## src/rtl/alu_sched_pkg.sv

```systemverilog
// alu_sched_pkg -- shared types and constants for the alu_sched scheduler.
//   state_t    : scheduler FSM states (IDLE, EXEC, RESP)
//   OP_*       : 4-bit ALU opcodes understood by the alu module; codes 8..15
//                are not listed here and return operand A.
package alu_sched_pkg;

  typedef enum logic [1:0] {
    IDLE = 2'd0,
    EXEC = 2'd1,
    RESP = 2'd2
  } state_t;

  localparam logic [3:0] OP_ADD     = 4'd0;
  localparam logic [3:0] OP_ABSDIFF = 4'd1;
  localparam logic [3:0] OP_GT      = 4'd2;
  localparam logic [3:0] OP_AND     = 4'd3;
  localparam logic [3:0] OP_OR      = 4'd4;
  localparam logic [3:0] OP_XOR     = 4'd5;
  localparam logic [3:0] OP_PASSA   = 4'd6;
  localparam logic [3:0] OP_PASSB   = 4'd7;

endpackage

```

## src/rtl/alu.sv

```systemverilog
// alu -- purely combinational shared ALU, operands and result WIDTH+1 bits.
//   a, b : operands
//   sel  : opcode (see alu_sched_pkg OP_*); 8..15 return a
//   x    : result (add wraps modulo 2^(WIDTH+1), GT returns 0 or 1)
module alu
  import alu_sched_pkg::*;
#(
  parameter int WIDTH = 5
) (
  input  logic [WIDTH:0] a,
  input  logic [WIDTH:0] b,
  input  logic [3:0]     sel,
  output logic [WIDTH:0] x
);

  // Opcode decode; anything outside the named codes falls through to pass-A.
  always_comb begin
    x = a;
    case (sel)
      OP_ADD:     x = a + b;
      OP_ABSDIFF: x = (a > b) ? (a - b) : (b - a);
      OP_GT:      x = {{WIDTH{1'b0}}, (a > b)};
      OP_AND:     x = a & b;
      OP_OR:      x = a | b;
      OP_XOR:     x = a ^ b;
      OP_PASSA:   x = a;
      OP_PASSB:   x = b;
      default:    x = a;
    endcase
  end

endmodule

```

## src/rtl/alu_sched_rr.sv

```systemverilog
// alu_sched_rr -- combinational round-robin picker.
//   valid : request vector
//   ptr   : index of the highest-priority requester this cycle
//   grant : one-hot winner (all zero when nothing is valid)
module alu_sched_rr #(
  parameter int NREQ = 4
) (
  input  logic [NREQ-1:0]         valid,
  input  logic [$clog2(NREQ)-1:0] ptr,
  output logic [NREQ-1:0]         grant
);

  logic [NREQ-1:0] hi_mask;
  logic [NREQ-1:0] masked;

  // Requesters at or above ptr get first pick; if none of them is valid the
  // search wraps to the lowest valid index. x & (~x + 1) isolates the lowest
  // set bit, which gives the one-hot winner without a priority loop.
  always_comb begin
    hi_mask = ~((NREQ'(1) << ptr) - NREQ'(1));
    masked  = valid & hi_mask;
    if (|masked) begin
      grant = masked & (~masked + NREQ'(1));
    end else begin
      grant = valid & (~valid + NREQ'(1));
    end
  end

endmodule

```

## src/rtl/alu_sched.sv

```systemverilog
// alu_sched -- round-robin scheduler sharing one ALU among NREQ requesters.
//   clk, rst_n           : clock, asynchronous active-low reset
//   req_valid/req_ready  : per-requester handshake (ready only for the winner in IDLE)
//   req_a, req_b, req_sel: per-requester operands and opcode
//   rsp_valid/rsp_ready  : result handshake
//   rsp_x, rsp_id        : result and the index of the requester that issued it
//   ops_done             : completed-response counter, saturating; present only
//                          when ALU_SCHED_STATS_EN is defined
module alu_sched
  import alu_sched_pkg::*;
#(
  parameter int WIDTH = 5,
  parameter int NREQ  = 4
) (
  input  logic                          clk,
  input  logic                          rst_n,
  input  logic [NREQ-1:0]               req_valid,
  output logic [NREQ-1:0]               req_ready,
  input  logic [NREQ-1:0][WIDTH:0]      req_a,
  input  logic [NREQ-1:0][WIDTH:0]      req_b,
  input  logic [NREQ-1:0][3:0]          req_sel,
  output logic                          rsp_valid,
  input  logic                          rsp_ready,
  output logic [WIDTH:0]                rsp_x,
  output logic [$clog2(NREQ)-1:0]       rsp_id
`ifdef ALU_SCHED_STATS_EN
  ,
  output logic [15:0]                   ops_done
`endif
);

  localparam int IW = $clog2(NREQ);

  state_t          state, next_state;
  logic [IW-1:0]   ptr, next_ptr;
  logic [NREQ-1:0] grant;
  logic            accept;
  logic [IW-1:0]   win_id;
  logic [WIDTH:0]  win_a, win_b;
  logic [3:0]      win_sel;
  logic [WIDTH:0]  lat_a, lat_b;
  logic [3:0]      lat_sel;
  logic [IW-1:0]   lat_id;
  logic [WIDTH:0]  alu_x;

  alu_sched_rr #(.NREQ(NREQ)) u_rr (
    .valid (req_valid),
    .ptr   (ptr),
    .grant (grant)
  );

  alu #(.WIDTH(WIDTH)) u_alu (
    .a   (lat_a),
    .b   (lat_b),
    .sel (lat_sel),
    .x   (alu_x)
  );

  // A grant is only a transfer while IDLE; the winner is always valid.
  assign accept = (state == IDLE) && (|grant);

  // Convert the one-hot grant into an index and pick that requester's fields.
  always_comb begin
    win_id  = '0;
    win_a   = '0;
    win_b   = '0;
    win_sel = '0;
    for (int i = 0; i < NREQ; i++) begin
      if (grant[i]) begin
        win_id  = IW'(i);
        win_a   = req_a[i];
        win_b   = req_b[i];
        win_sel = req_sel[i];
      end
    end
    next_ptr = (win_id == IW'(NREQ - 1)) ? '0 : win_id + IW'(1);
  end

  // FSM state register.
  always_ff @(posedge clk or negedge rst_n) begin
    if (!rst_n) begin
      state <= IDLE;
    end else begin
      state <= next_state;
    end
  end

  // FSM next state: one accept, one compute cycle, then hold until consumed.
  always_comb begin
    next_state = state;
    case (state)
      IDLE:    if (accept) next_state = EXEC;
      EXEC:    next_state = RESP;
      RESP:    if (rsp_ready) next_state = IDLE;
      default: next_state = IDLE;
    endcase
  end

  // FSM outputs: nothing is accepted while an operation is in flight.
  always_comb begin
    req_ready = (state == IDLE) ? grant : '0;
    rsp_valid = (state == RESP);
  end

  // Operand latch, pointer advance and result register. The result is only
  // written in EXEC, so it holds through RESP regardless of rsp_ready.
  always_ff @(posedge clk or negedge rst_n) begin
    if (!rst_n) begin
      ptr     <= '0;
      lat_a   <= '0;
      lat_b   <= '0;
      lat_sel <= '0;
      lat_id  <= '0;
      rsp_x   <= '0;
      rsp_id  <= '0;
    end else begin
      if (accept) begin
        ptr     <= next_ptr;
        lat_a   <= win_a;
        lat_b   <= win_b;
        lat_sel <= win_sel;
        lat_id  <= win_id;
      end
      if (state == EXEC) begin
        rsp_x  <= alu_x;
        rsp_id <= lat_id;
      end
    end
  end

`ifdef ALU_SCHED_STATS_EN
  // Completed-response counter, sticks at all-ones.
  always_ff @(posedge clk or negedge rst_n) begin
    if (!rst_n) begin
      ops_done <= '0;
    end else if (rsp_valid && rsp_ready && (ops_done != 16'hFFFF)) begin
      ops_done <= ops_done + 16'd1;
    end
  end
`endif

endmodule

```

## config.mk

```make
export PLATFORM = sky130hd
export DESIGN_NAME = alu_sched
export DESIGN_NICKNAME = d
export VERILOG_FILES = /design/src/rtl/alu_sched_pkg.sv /design/src/rtl/alu.sv /design/src/rtl/alu_sched_rr.sv /design/src/rtl/alu_sched.sv
export SDC_FILE = /design/constraint.sdc
export NUM_CORES = 1
export LEC_CHECK = 0
export ABC_AREA = 1
export CORE_MARGIN = 2
export CORE_UTILIZATION = 52
export CTS_BUF_LIST = sky130_fd_sc_hd__clkbuf_4 sky130_fd_sc_hd__clkbuf_8
export DETAILED_ROUTE_END_ITERATION = 6
export GPL_TIMING_DRIVEN = 1
export PLACE_DENSITY = 0.84
export SLEW_MARGIN = 40
export SYNTH_ARGS = -nofsm -noshare
export SYNTH_HDL_FRONTEND = slang
export SYNTH_HIERARCHICAL = 1
export SYNTH_SLANG_ARGS = --single-unit
```

## constraint.sdc

```tcl
create_clock -name clk -period 2.5 [get_ports clk]
set_clock_uncertainty 0.05 [all_clocks]
set_input_delay 0.375 -clock clk [delete_from_list [all_inputs] [get_ports clk]]
set_output_delay 0.375 -clock clk [all_outputs]
set_load 0.03 [all_outputs]
```

==> impl_metrics.csv, run 1 <==
group,metric,value,unit
run_status,status,"complete, no violations",
final_layout,fin_nets,707,
cts,ctsResizeCount,0,
detailed_routing,drc,0,
critical_path,reg2reg_slack,0.26,ns
global_routing,grt_antenna_before_repair,0,
floorplanning,rows,29,
worst_hold_path,min_path_type,"in2async",
pwr,vdd_drop_max,755.8,uV
synth,syn_avg_cell_area,6.379,sq um
floorplanning,initial_core_util,52.95,%
detailed_routing,postRouteAntennaNets,0,
placed_design,pre_cts_slack,0.1237,ns
synth,synth_top_cell_area_share,22.72,%
sta,slew_viol_final,0,
cts,post_cts_buffers,0,
floorplanning,design.core.area,6241,sq um
cts,insertion_delay,0.28,ns
final_layout,layout-drive-gt1-share,10.67,%
synth,synthesis.nets,617,
detailed_routing,dr.pass1.iters,5,
floorplanning,die_area,7008,sq um
sta,rsz0062_at_grt,"false",
critical_path,reg2reg_to,"rsp_x[1]",
sta,period_minus_slack,2.244,ns
sta,fin_ws,0.2558,ns
detailed_routing,wl,9.622,mm
sta,final_hold_viol_count,0,
critical_path,required,2.67,ns
cts,clockBufferDepth,2,
sta,fin_crit_sh,89.77,%
global_routing,grt_max_degree,38,
synth,yosysSeqAreaShare,22.72,%
global_routing,grt-ovfl-total,0,
floorplanning,die_h,83.72,microns
synth,synthTopCellsByArea,"dfrtp_1 23%, nand2_1 19%, nand3_1 9.8%",
critical_path,r2r_cells,11,
cts,cts-root-buf,"clkbuf_8",
global_routing,grt_pass1_wl,16.40,mm
cts,clock_sinks,30,
cts,cts_buffers,5,
cts,cts_tree,"done",
final_layout,instances_no_fill,686,
critical_path,critPathLaunchType,"register",
sta,slew_headroom,71.83,%
floorplanning,ios,84,
placed_design,gp_congestion,0.9519,
critical_path,worstSetupPathType,"reg2reg",
final_layout,area_delta_synth_final,30.56,%
critical_path,crit_fanout,6,
sta,fmaxAchievable,445.6,MHz
floorplanning,die_w,83.72,microns
synth,syn_inst,518,
pwr,power.density,1266,nW/um^2
global_routing,grt_pass1_vias,3570,
synth,yosys_warnings,6,
synth,synth_async_sr_flop_share,100.0,%
synth,yosysMostFrequentCell,"nand2_1",
cts,clkTransAtPathRegs,0.07,ns
detailed_routing,drt_iter0_drc,254,
sta,setup_tns,0,ns
final_layout,n_antenna_cell,0,
synth,ys_ff_latch,30,
synth,yosys.area.top_type,"dfrtp_1",
detailed_routing,viasPerCell,5.322,
detailed_routing,wl_per_cell,14.03,microns
synth,synth_common_cells,"168 x nand2_1, 65 x nand3_1, 61 x nor2_1, 59 x inv_1, 30 x dfrtp_1",
global_routing,grt.total_usage,28.53,%
critical_path,rr_startpoint,"lat_a[0]",
critical_path,endpoint_kind,"register",
placed_design,hpwl,7.836,mm
detailed_routing,vias,3651,
synth,synth_edf_count,0,
placed_design,dpl.cell_count,678,
pwr,leakage,0.002280,uW
sta,tightest_slew,0.4181,ns
critical_path,cp.arrival,2.41,ns
synth,synthFlopType,"dfrtp_1",
synth,synth.distinct_cells,36,
sta,finalSetupViolations,0,
cts,htree_levels,2,
synth,netlist_area,3304,sq um
placed_design,numPortBuffers,83,
run,cap_violations,0,
cts,ctsHoldBuffers,0,
flip-flops by register name, summed over array words and instances (netlist names):
register	flops
lat_a	6
lat_b	6
rsp_x	6
lat_sel	4
lat_id	2
ptr	2
rsp_id	2
state	2
layout by cell type (no fill, tap or decap), drive strengths merged:
cell	n
nor2	71
o21ai	8
clkinv	2
nand2	176
o2bb2ai	1
o31ai	1
dfrtp	30
buf	21
fa	3
clkbuf	6
nand4	7
ha	25
xor2	3
a21oi	31
clkinvlp	1
clkdlybuf4s50	79
or2	1
o22ai	5
nand3b	2
inv	66
nand3	69
o211ai	1
metal layers:
metal  wire length, microns  vias up  track usage, %
met5                      0        -               0
li1                       -     1814               -
met3                    659       25           3.660
met2                   4619      177           48.80
met1                   4043     1635           36.45
met4                    299        0           11.44
cells by family after synthesis:
family,share of synthesized area [%]
fa+ha+maj,11.28
flops,22.72
buf+inv,11.70
xor+xnor,0.7953
compound gates,8.368
simple gates,45.13
critical path: stages (launching register included):
cell and delay, ns:
dfrtp_1 0.42, inv_1 0.13, ha_1 0.16, inv_1 0.08, fa_1 0.45, nand3_2 0.13, nand3_4 0.12, nand3b_1 0.11
nand3_1 0.11, a21oi_1 0.24, nand3_1 0.11, nand2_1 0.08
how the worst max path moves through the flow:
stage	slack (ns)	depth (start not counted)	from	end
3_3_place_gp	0.20	13	req_valid[1]	lat_a[2]
4_1_cts	0.26	3	state[1]	rsp_valid
3_5_place_dp	0.12	13	req_valid[1]	lat_a[2]
6_report	0.26	11	lat_a[0]	rsp_x[1]
5_1_grt	0.08	9	req_valid[1]	req_ready[3]
2_1_floorplan	0.48	9	req_valid[1]	req_ready[3]
where the power goes:
part / switching, uW / total, uW / internal (uW) / leakage, uW
combinational: 2660 / 4140 / 1480 / 0.00185
clock: 189 / 411 / 221 / 0.0000472
sequential: 199 / 906 / 707 / 0.000380
cell type report:
class | count | area, sq um
multi-input combinational | 404 | 2167
fill | 536 | 1927
timing repair buffer | 100 | 948.4
sequential | 30 | 750.7
inverter | 67 | 256.5
tap | 77 | 96.34
clock buffer | 6 | 82.58
clock inverter | 2 | 12.51
through the flow:
step           area [sq um]  hold WS [ns]  power [uW]  util (%)
4_1_cts                4314        0.4266        5417     69.13
6_report               4314        0.4224        5462     69.13
3_5_place_dp           4219        0.4087        4987     67.60
2_1_floorplan          3304       0.02941        3995         -
5_1_grt                4314        0.4475        5999     69.13
3_3_place_gp           4219        0.4046        4871     67.60
(Power assumes the default switching activity.)
==> inputs of run 2 (changes only) <==
- CTS_CLUSTER_DIAMETER: default -> 60
==> results of run 2 <==
No change in the layout: final DEF, timing and power equal those of run 1.
